<file path="src/rtl/bf_loop_stack_if.sv">
// Command/status bundle between the BF control FSM and the loop-control block.
// The master side issues stack and skip commands. The slave side (bf_loop_stack)
// returns the registered stack and skip status.
interface bf_loop_stack_if #(
    parameter int ADDR_W = 16,
    parameter int CNT_W  = 8,
    parameter int PTR_W  = 5
);
    logic              push;
    logic              pop;
    logic [ADDR_W-1:0] push_addr;
    logic              skip_start;
    logic              skip_open;
    logic              skip_close;
    logic              clear_err;
    logic [ADDR_W-1:0] top_addr;
    logic [PTR_W-1:0]  depth;
    logic              empty;
    logic              full;
    logic              skip_active;
    logic [CNT_W-1:0]  skip_count;
    logic              overflow;
    logic              underflow;

    modport master (
        output push, pop, push_addr, skip_start, skip_open, skip_close, clear_err,
        input  top_addr, depth, empty, full, skip_active, skip_count, overflow, underflow
    );

    modport slave (
        input  push, pop, push_addr, skip_start, skip_open, skip_close, clear_err,
        output top_addr, depth, empty, full, skip_active, skip_count, overflow, underflow
    );
endinterface

</file>
<file path="src/rtl/bf_loop_stack.sv">
// Loop-control block for the BF machine.
// A stack of loop-start PCs lets a taken ']' jump straight back to its '['.
// A nesting counter lets the control FSM skip forward over a loop whose '['
// sees a zero cell. All outputs come from registers or from decode of registers.
module bf_loop_stack #(
    parameter int ADDR_W = 16,
    parameter int DEPTH  = 16,
    parameter int CNT_W  = 8,
    parameter int PTR_W  = $clog2(DEPTH + 1)
) (
    input  logic             clock,
    input  logic             reset,
    bf_loop_stack_if.slave   bus
);
    localparam int               IDX_W   = $clog2(DEPTH);
    localparam logic [PTR_W-1:0] DEPTH_P = PTR_W'(DEPTH);
    localparam logic [CNT_W-1:0] CNT_MAX = {CNT_W{1'b1}};
    localparam logic [CNT_W-1:0] CNT_ONE = CNT_W'(1);

    typedef enum logic [0:0] {
        ST_IDLE = 1'b0,
        ST_SKIP = 1'b1
    } state_t;

    // Stack storage and registered status
    logic [ADDR_W-1:0] r_mem [DEPTH];
    logic [PTR_W-1:0]  r_depth;
    logic [ADDR_W-1:0] r_top;
    state_t            r_state;
    logic [CNT_W-1:0]  r_count;
    logic              r_overflow;
    logic              r_underflow;

    // Next-state decode
    logic [PTR_W-1:0]  w_depth_next;
    logic [ADDR_W-1:0] w_top_next;
    logic              w_wr_en;
    logic [IDX_W-1:0]  w_wr_idx;
    logic [IDX_W-1:0]  w_idx_m1;
    logic [IDX_W-1:0]  w_idx_m2;
    logic              w_stk_ovf;
    logic              w_stk_unf;
    state_t            w_state_next;
    logic [CNT_W-1:0]  w_count_next;
    logic              w_skip_ovf;

    // Entry indices below the top. Modulo arithmetic on the low bits stays exact
    // because these indices are only used when the depth is large enough.
    assign w_idx_m1 = r_depth[IDX_W-1:0] - IDX_W'(1);
    assign w_idx_m2 = r_depth[IDX_W-1:0] - IDX_W'(2);

    // Stack command decode. Commands are ignored while a forward skip is in progress.
    always_comb begin
        w_depth_next = r_depth;
        w_top_next   = r_top;
        w_wr_en      = 1'b0;
        w_wr_idx     = r_depth[IDX_W-1:0];
        w_stk_ovf    = 1'b0;
        w_stk_unf    = 1'b0;
        if (r_state == ST_IDLE) begin
            case ({bus.push, bus.pop})
                2'b10: begin
                    if (r_depth != DEPTH_P) begin
                        w_wr_en      = 1'b1;
                        w_wr_idx     = r_depth[IDX_W-1:0];
                        w_depth_next = r_depth + PTR_W'(1);
                        w_top_next   = bus.push_addr;
                    end else begin
                        w_stk_ovf    = 1'b1;
                    end
                end
                2'b01: begin
                    if (r_depth != PTR_W'(0)) begin
                        w_depth_next = r_depth - PTR_W'(1);
                        if (r_depth > PTR_W'(1)) begin
                            w_top_next = r_mem[w_idx_m2];
                        end else begin
                            w_top_next = {ADDR_W{1'b0}};
                        end
                    end else begin
                        w_stk_unf    = 1'b1;
                    end
                end
                2'b11: begin
                    // Replace the top in place: this is the common "pop then push" of the FSM.
                    if (r_depth != PTR_W'(0)) begin
                        w_wr_en    = 1'b1;
                        w_wr_idx   = w_idx_m1;
                        w_top_next = bus.push_addr;
                    end else begin
                        w_stk_unf  = 1'b1;
                    end
                end
                default: begin
                    w_depth_next = r_depth;
                end
            endcase
        end else begin
            w_depth_next = r_depth;
        end
    end

    // Stack entry storage. No reset, so it can map onto plain RAM. Contents are only seen through r_top.
    always_ff @(posedge clock) begin
        if (!reset && w_wr_en) begin
            r_mem[w_wr_idx] <= bus.push_addr;
        end
    end

    // Stack depth and registered top-of-stack
    always_ff @(posedge clock) begin
        if (reset) begin
            r_depth <= PTR_W'(0);
            r_top   <= {ADDR_W{1'b0}};
        end else begin
            r_depth <= w_depth_next;
            r_top   <= w_top_next;
        end
    end

    // Skip FSM next-state logic. When open and close arrive together they cancel out.
    always_comb begin
        w_state_next = r_state;
        w_count_next = r_count;
        w_skip_ovf   = 1'b0;
        case (r_state)
            ST_IDLE: begin
                if (bus.skip_start) begin
                    w_state_next = ST_SKIP;
                    w_count_next = CNT_ONE;
                end else begin
                    w_count_next = r_count;
                end
            end
            ST_SKIP: begin
                if (bus.skip_open && bus.skip_close) begin
                    w_count_next = r_count;
                end else if (bus.skip_open) begin
                    if (r_count != CNT_MAX) begin
                        w_count_next = r_count + CNT_ONE;
                    end else begin
                        w_skip_ovf   = 1'b1;
                    end
                end else if (bus.skip_close) begin
                    if (r_count > CNT_ONE) begin
                        w_count_next = r_count - CNT_ONE;
                    end else begin
                        w_count_next = {CNT_W{1'b0}};
                        w_state_next = ST_IDLE;
                    end
                end else begin
                    w_count_next = r_count;
                end
            end
            default: begin
                w_state_next = ST_IDLE;
                w_count_next = {CNT_W{1'b0}};
            end
        endcase
    end

    // Skip FSM state and nesting-count registers
    always_ff @(posedge clock) begin
        if (reset) begin
            r_state <= ST_IDLE;
            r_count <= {CNT_W{1'b0}};
        end else begin
            r_state <= w_state_next;
            r_count <= w_count_next;
        end
    end

    // Sticky error flags. A new error takes priority over clear_err in the same cycle.
    always_ff @(posedge clock) begin
        if (reset) begin
            r_overflow  <= 1'b0;
            r_underflow <= 1'b0;
        end else begin
            r_overflow  <= (r_overflow  & ~bus.clear_err) | w_stk_ovf | w_skip_ovf;
            r_underflow <= (r_underflow & ~bus.clear_err) | w_stk_unf;
        end
    end

    assign bus.top_addr    = r_top;
    assign bus.depth       = r_depth;
    assign bus.empty       = (r_depth == PTR_W'(0));
    assign bus.full        = (r_depth == DEPTH_P);
    assign bus.skip_active = (r_state == ST_SKIP);
    assign bus.skip_count  = r_count;
    assign bus.overflow    = r_overflow;
    assign bus.underflow   = r_underflow;
endmodule

</file>
<file path="src/flat_wrapper.sv">
// flat-port wrapper written by rule: the top's interface ports become plain ports
module bf_loop_stack_flat 
#(
    parameter int ADDR_W = 16,
    parameter int DEPTH  = 16,
    parameter int CNT_W  = 8,
    parameter int PTR_W  = $clog2(DEPTH + 1)
)
  (clock, reset, bus_push, bus_pop, bus_push_addr, bus_skip_start, bus_skip_open, bus_skip_close, bus_clear_err, bus_top_addr, bus_depth, bus_empty, bus_full, bus_skip_active, bus_skip_count, bus_overflow, bus_underflow);
  bf_loop_stack_if #(.ADDR_W(ADDR_W), .CNT_W(CNT_W), .PTR_W(PTR_W)) bus_i ();
  input  logic clock;
  input  logic reset;
  input wire logic [$bits(bus_i.push)-1:0] bus_push;
  input wire logic [$bits(bus_i.pop)-1:0] bus_pop;
  input wire logic [$bits(bus_i.push_addr)-1:0] bus_push_addr;
  input wire logic [$bits(bus_i.skip_start)-1:0] bus_skip_start;
  input wire logic [$bits(bus_i.skip_open)-1:0] bus_skip_open;
  input wire logic [$bits(bus_i.skip_close)-1:0] bus_skip_close;
  input wire logic [$bits(bus_i.clear_err)-1:0] bus_clear_err;
  output wire logic [$bits(bus_i.top_addr)-1:0] bus_top_addr;
  output wire logic [$bits(bus_i.depth)-1:0] bus_depth;
  output wire logic [$bits(bus_i.empty)-1:0] bus_empty;
  output wire logic [$bits(bus_i.full)-1:0] bus_full;
  output wire logic [$bits(bus_i.skip_active)-1:0] bus_skip_active;
  output wire logic [$bits(bus_i.skip_count)-1:0] bus_skip_count;
  output wire logic [$bits(bus_i.overflow)-1:0] bus_overflow;
  output wire logic [$bits(bus_i.underflow)-1:0] bus_underflow;
  assign bus_i.push = bus_push;
  assign bus_i.pop = bus_pop;
  assign bus_i.push_addr = bus_push_addr;
  assign bus_i.skip_start = bus_skip_start;
  assign bus_i.skip_open = bus_skip_open;
  assign bus_i.skip_close = bus_skip_close;
  assign bus_i.clear_err = bus_clear_err;
  assign bus_top_addr = bus_i.top_addr;
  assign bus_depth = bus_i.depth;
  assign bus_empty = bus_i.empty;
  assign bus_full = bus_i.full;
  assign bus_skip_active = bus_i.skip_active;
  assign bus_skip_count = bus_i.skip_count;
  assign bus_overflow = bus_i.overflow;
  assign bus_underflow = bus_i.underflow;
  bf_loop_stack #(.ADDR_W(ADDR_W), .DEPTH(DEPTH), .CNT_W(CNT_W), .PTR_W(PTR_W)) u_core (.clock(clock), .reset(reset), .bus(bus_i));
endmodule
</file>
<file path="config.mk">
export PLATFORM = sky130hd
export DESIGN_NAME = bf_loop_stack_flat
export DESIGN_NICKNAME = d
export VERILOG_FILES = /design/src/rtl/bf_loop_stack_if.sv /design/src/rtl/bf_loop_stack.sv /design/src/flat_wrapper.sv
export SDC_FILE = /design/constraint.sdc
export NUM_CORES = 1
export LEC_CHECK = 0
export BUFFER_PORTS_ARGS = -buffer_cell sky130_fd_sc_hd__clkbuf_2
export CAP_MARGIN = 10
export CORE_ASPECT_RATIO = 1.2
export CORE_UTILIZATION = 30
export DETAILED_ROUTE_END_ITERATION = 16
export PLACE_DENSITY = 0.53
export SLEW_MARGIN = 20
export SYNTH_ARGS = -nofsm -noshare
export SYNTH_HDL_FRONTEND = slang
export SYNTH_SLANG_ARGS = --single-unit
</file>
<file path="constraint.sdc">
create_clock -name clock -period 3.6 [get_ports clock]
set_input_delay 0 -clock clock [delete_from_list [all_inputs] [get_ports clock]]
set_output_delay 0 -clock clock [all_outputs]
set_load 0.01 [all_outputs]
</file>
# After elaboration in Yosys (flattened, before gate mapping)
# Memory sizes are Yosys's and may differ from the RTL's.
# Cells that the tools add are included.
word_totals:
  word_cells: 86
  input_bits: 24
  reg_bits: 32
  memories: 1
  mem_bits_rw: 256
op_classes:
  n_lt_le_gt_ge: 2
  eq_ne: 13
  n_reduce_logical: 11
  mux: 40
  addsub: 6
  bitwise: 7
memory_table:
  columns: ["memory", "depth", "word_bits", "rd", "rd_clocked_by_memory_dff", "wr", "line", "rtl"]
  rows:
  - ["u_core.r_mem", 16, 16, 1, 0, 1, "bf_loop_stack.sv:26", "logic [ADDR_W-1:0] r_mem [DEPTH];"]
op_table:
  columns: ["op", "n"]
  rows:
  - ["$mux 16", 4]
  - ["$mux 8", 6]
  - ["$pmux 16 s3", 1]
  - ["$mux 1", 20]
  - ["$pmux 8 s2", 1]
  - ["$mux 4", 3]
  - ["$mux 5", 2]
  - ["$pmux 5 s2", 1]
  - ["$add 8x1->8 const B", 1]
  - ["$gt 8x1->1 const B", 1]
  - ["$ne 8x8->1 const B", 1]
  - ["$reduce_and 4->1", 2]
  - ["$sub 8x1->8 const B", 1]
  - ["$ne 2x1->1 const B", 3]
  - ["$ne 3x3->1 const B", 2]
  - ["$add 5x1->5 const B", 1]
  - ["$eq 5x5->1 const B", 1]
  - ["$gt 5x1->1 const B", 1]
  - ["$logic_not 5->1", 1]
  - ["$ne 5x5->1 const B", 1]
  - ["$reduce_and 5->1", 1]
  - ["$reduce_bool 5->1", 1]
  - ["$sub 5x1->5 const B", 1]
  - ["$eq 2x2->1 const B", 2]
  - ["13 further kinds", 20]

# Logic depth before layout (Yosys ltp)
depth:
  ltp_word: 7
  ltp_mapped: 13
  mapped_depth_nobuf: 7

# Worst setup path after synthesis
# OpenSTA, ideal clock, no wires.
synth_timing:
  path_kind: "register -> register"
  startpoint: "register u_core.r_depth[0] (netlist: u_core.bus.depth[0])"
  endpoint: "memory u_core.r_mem[13][0] (enable)"
  setup_ns: 0.409
  synth_period_minus_slack_ns: 3.980
  arrival_ns: 3.570
  stages_incl_launch_ff: 11
  slack_ns: -0.380
  required_ns: 3.191
  path_cell_list: "dfxtp_1 > buf_2 > buf_2 > buf_2 > inv_1 > ha_1 > nor4b_2 > nor2_1 > nand2_1 > a21o_1 > nor3_1"
synth_via:
  elab_chain_len: 7
synth_rtl:
  columns: ["item", "line", "rtl"]
  rows:
  - ["from (decl)", "bf_loop_stack.sv:27", "logic [PTR_W-1:0] r_depth;"]
  - ["from (signal assigned)", "bf_loop_stack.sv:116", "r_depth <= w_depth_next;"]
  - ["$ne 5x5->1 or $reduce_bool 5->1 (tied branches)", "bf_loop_stack.sv:63, bf_loop_stack.sv:86", null]
  - ["$mux 1 (on tied branches)", "bf_loop_stack.sv:63, bf_loop_stack.sv:86", null]
  - ["$pmux 1 s2", "bf_loop_stack.sv:61", "case ({bus.push, bus.pop})"]
  - ["$mux 1", "bf_loop_stack.sv:60", "if (r_state == ST_IDLE) begin"]
  - ["$logic_and 1x1->1", "bf_loop_stack.sv:105", "if (!reset && w_wr_en) begin"]
  - ["$mux 1", "bf_loop_stack.sv:105", null]
  - ["$mux 1 (implied by the code)", "bf_loop_stack.sv:106", "r_mem[w_wr_idx] <= bus.push_addr;"]
  - ["to (decl)", "bf_loop_stack.sv:26", null]
# Several ways; a longest one is shown, not always the timed one.

# Final worst setup path
layout_timing:
  startpoint: "register u_core.r_depth[1] (netlist: u_core.bus.depth[1])"
  endpoint: "memory u_core.r_mem[2][13] (enable)"
# Same word-level chain as after synthesis.

==> impl_metrics.py <==
metrics = {
    "status": {
        "status": "finished clean",
    },
    "yosys": {
        "ys_seq_elements": 288,
        "ys_top_cells_by_count": "edfxtp_1, mux4_2, nor2_1",
        "ys_types": 59,
        "ys_async_sr_fraction": 0,
        "yosysWarnings": 0,
        "syn_inst": 699,
        "synth-edff-count": 256,
        "synth_top_area_frac": 0.636,
        "syn_area_per_cell_sq_um": 17.3,
        "synthTopCellsByArea": "edfxtp_1, mux4_2, dfxtp_1",
        "syn-num-nets": 737,
        "syn_area_sq_um": 12100,
        "synth.most_common_cell": "edfxtp_1",
        "synth_seq_area_share": 0.689,
        "synthFlopType": "edfxtp_1",
        "synth_largest_area_cell": "edfxtp_1",
    },
    "layout": {
        "fillers": 3737,
        "final_cells": 1349,
        "antenna_cells": 0,
        "fin_area_sq_um": 14300,
        "final_nets": 832,
        "area_growth_syn_to_layout_pct": 18.2,
        "ff_latch_area_sq_um": 8340,
        "utilization": 0.359,
        "drive_above_1_share": 0.290,
        "multiInputGateArea_sq_um": 3580,
    },
    "worst_setup_path": {
        "r2r-start": "u_core.bus.depth[1]",
        "end_kind": "flip-flop",
        "crit_slowest_cell": "nor2_2",
        "critPathKind": "flip-flop to flip-flop",
        "crit_chain": "inv_1 -> ha_1 -> nor4b_2 -> nor2_1 -> nor3b_1 -> o211ai_1 -> nor2_2",
        "crit_path_max_incr_delay_ns": 0.89,
        "crit_arrival_ns": 3.32,
        "path_max_fanout": 16,
        "worstPathRequired_ns": 3.76,
        "worstSetupStartpoint": "u_core.bus.depth[1]",
        "cp-start-kind": "flip-flop",
    },
    "power": {
        "clkPwrFrac": 0.380,
        "power.total_mw": 8.05,
        "power_switching_mw": 2.03,
        "switching_share": 0.252,
        "leakagePower_nw": 4.72,
        "ir_drop_uv": 344,
        "pwr-share-seq": 0.465,
        "comb_power_share": 0.155,
        "power.density_nw_per_um2": 563,
        "internal-power_mw": 6.02,
    },
    "placement": {
        "dpl.cell_count": 1275,
        "place_congestion": 0.807,
        "portBuffers": 57,
        "hpwl_um": 19000,
        "place_ws_ns": 0.415,
        "placed_area_sq_um": 13100,
    },
    "floorplan": {
        "pin_count": 58,
        "die_y_um": 222,
        "start_util": 0.304,
        "die_x_um": 185,
        "core-area_sq_um": 39700,
        "rows": 80,
        "die-area_sq_um": 41100,
    },
    "global_route": {
        "grt_pass1_wl_um": 44500,
        "grt_usage": 0.148,
        "top_usage_layer": "met2",
        "grt_pass1_vias": 6895,
        "grtUsageMet2": 0.266,
        "grt_overflow_total": 0,
        "met3_usage": 0.0179,
        "use_met1": 0.175,
        "grt_max_degree": 73,
        "antenna_found_initial": 0,
    },
    "timing": {
        "fin_ws_ns": 0.447,
        "finalMaxSlewViolations": 0,
        "rsz0062_at_grt": "no",
        "fin_tns_setup_ns": 0,
        "fmax_mhz": 317,
        "worst-slew-pin-transition_ns": 1.15,
        "slew-limit-headroom": 0.235,
        "final.min_clock_period_ns": 3.15,
        "fin_crit_sh": 0.876,
        "finalSetupViolations": 0,
        "clock-skew-final_ns": 0.0305,
        "hold_viol": 0,
        "holdWs_ns": 0.0430,
    },
    "clock_tree": {
        "clock_latency_ns": 0.57,
        "cts_resized": 0,
        "root_buffer": "clkbuf_16",
        "cts_tree": "built",
        "path_clk_slew_ns": 0.07,
        "ctsLongestPathBuffers": 3,
        "cts_setup_buffers": 0,
        "cts_sinks": 288,
        "cts_hold_buf": 21,
        "cts_made_buffers": 29,
        "htree_levels": 1,
    },
    "hold_path": {
        "hp-start": "reset",
        "min_path_type": "input port to flip-flop",
    },
    "run": {
        "cap_viol_max_count": 0,
    },
    "drt": {
        "num_vias": 6562,
        "antenna_left": 0,
        "drc_errors": 0,
        "via_per_inst": 4.86,
        "detail_route.wl_per_cell_um": 22.1,
        "dr.pass1.iters": 5,
        "finalWirelength_um": 29800,
        "initialDrtViolationCount": 385,
    },
}
-- critical path: cells and delay by family, from the launching register on --
family / cells / cell delay [ns]
flops: 1 / 0.34
simple gates: 4 / 1.81
compound gates: 1 / 0.26
buf+inv: 1 / 0.15
fa+ha+maj: 1 / 0.20
-- metal layers --
layer  wire length (um)  vias up  part of all wire
li1                   -     2972                 -
met1              11800     3402              0.40
met2              15900      129              0.53
met3                957       59             0.032
met4               1130        0             0.038
met5                  0        -                 0
-- sequential cells by signal (all words and copies together), names as in the netlist --
signal / cells
u_core.bus.depth: 5
u_core.bus.overflow: 1
u_core.bus.skip_active: 1
u_core.bus.skip_count: 8
u_core.bus.top_addr: 16
u_core.bus.underflow: 1
u_core.r_mem: 256
-- area by class of cell --
cell class              count  share of cell area
clock buffers              37              0.0536
multi-input cells         357               0.251
inverters                  13             0.00342
clock inverters            16              0.0134
repair buffers            105              0.0489
flip-flops and latches    288               0.584
well taps                 533              0.0467
-- layout by cell type (no fill, tap or decap), types with 14 or more instances in the layout --
master | Yosys | layout
buf_4 | 2 | 27
a21oi_1 | 28 | 28
mux2i_1 | 40 | 40
mux2_2 | 15 | 15
dlygate4sd3_1 | 0 | 21
dfxtp_1 | 32 | 30
clkbuf_2 | 0 | 57
nor2b_1 | 19 | 19
clkbuf_16 | 0 | 29
nor2_1 | 41 | 33
nand2_1 | 16 | 16
edfxtp_1 | 256 | 256
ha_1 | 14 | 14
mux4_2 | 60 | 60
-- power by group through the flow --
stage | Sequential, mW | Combinational, mW | Clock (mW)
after floorplan | 3.82 | 0.841 | 0
after global placement | 3.82 | 1.25 | 0
after detailed placement | 3.82 | 1.26 | 0
after CTS | 3.75 | 1.28 | 3.13
after global routing | 3.75 | 1.35 | 3.25
final | 3.74 | 1.24 | 3.06
-- final timing paths --
kind	cells after the start	to	slack [ns]
max reg2reg	7	u_core.r_mem[2][13]	0.45
min reg2reg	2	u_core.bus.underflow	0.51
max	7	u_core.r_mem[2][13]	0.45
min	2	u_core.bus.top_addr[5]	0.04
-- cell families (layout without fill, tap and decap cells) --
kind of cell / after synthesis / count (layout) / share of synthesized area
DFF: 288 / 288 / 0.689
and+or+nand+nor: 137 / 137 / 0.0602
muxes: 115 / 115 / 0.159
AOI/OAI and AO/OA: 82 / 82 / 0.0485
buffers and inverters: 54 / 171 / 0.0224
adders and majority gates: 14 / 14 / 0.0145
xor gates and xnor gates: 9 / 9 / 0.00652
Power figures use the tool's default switching activity.
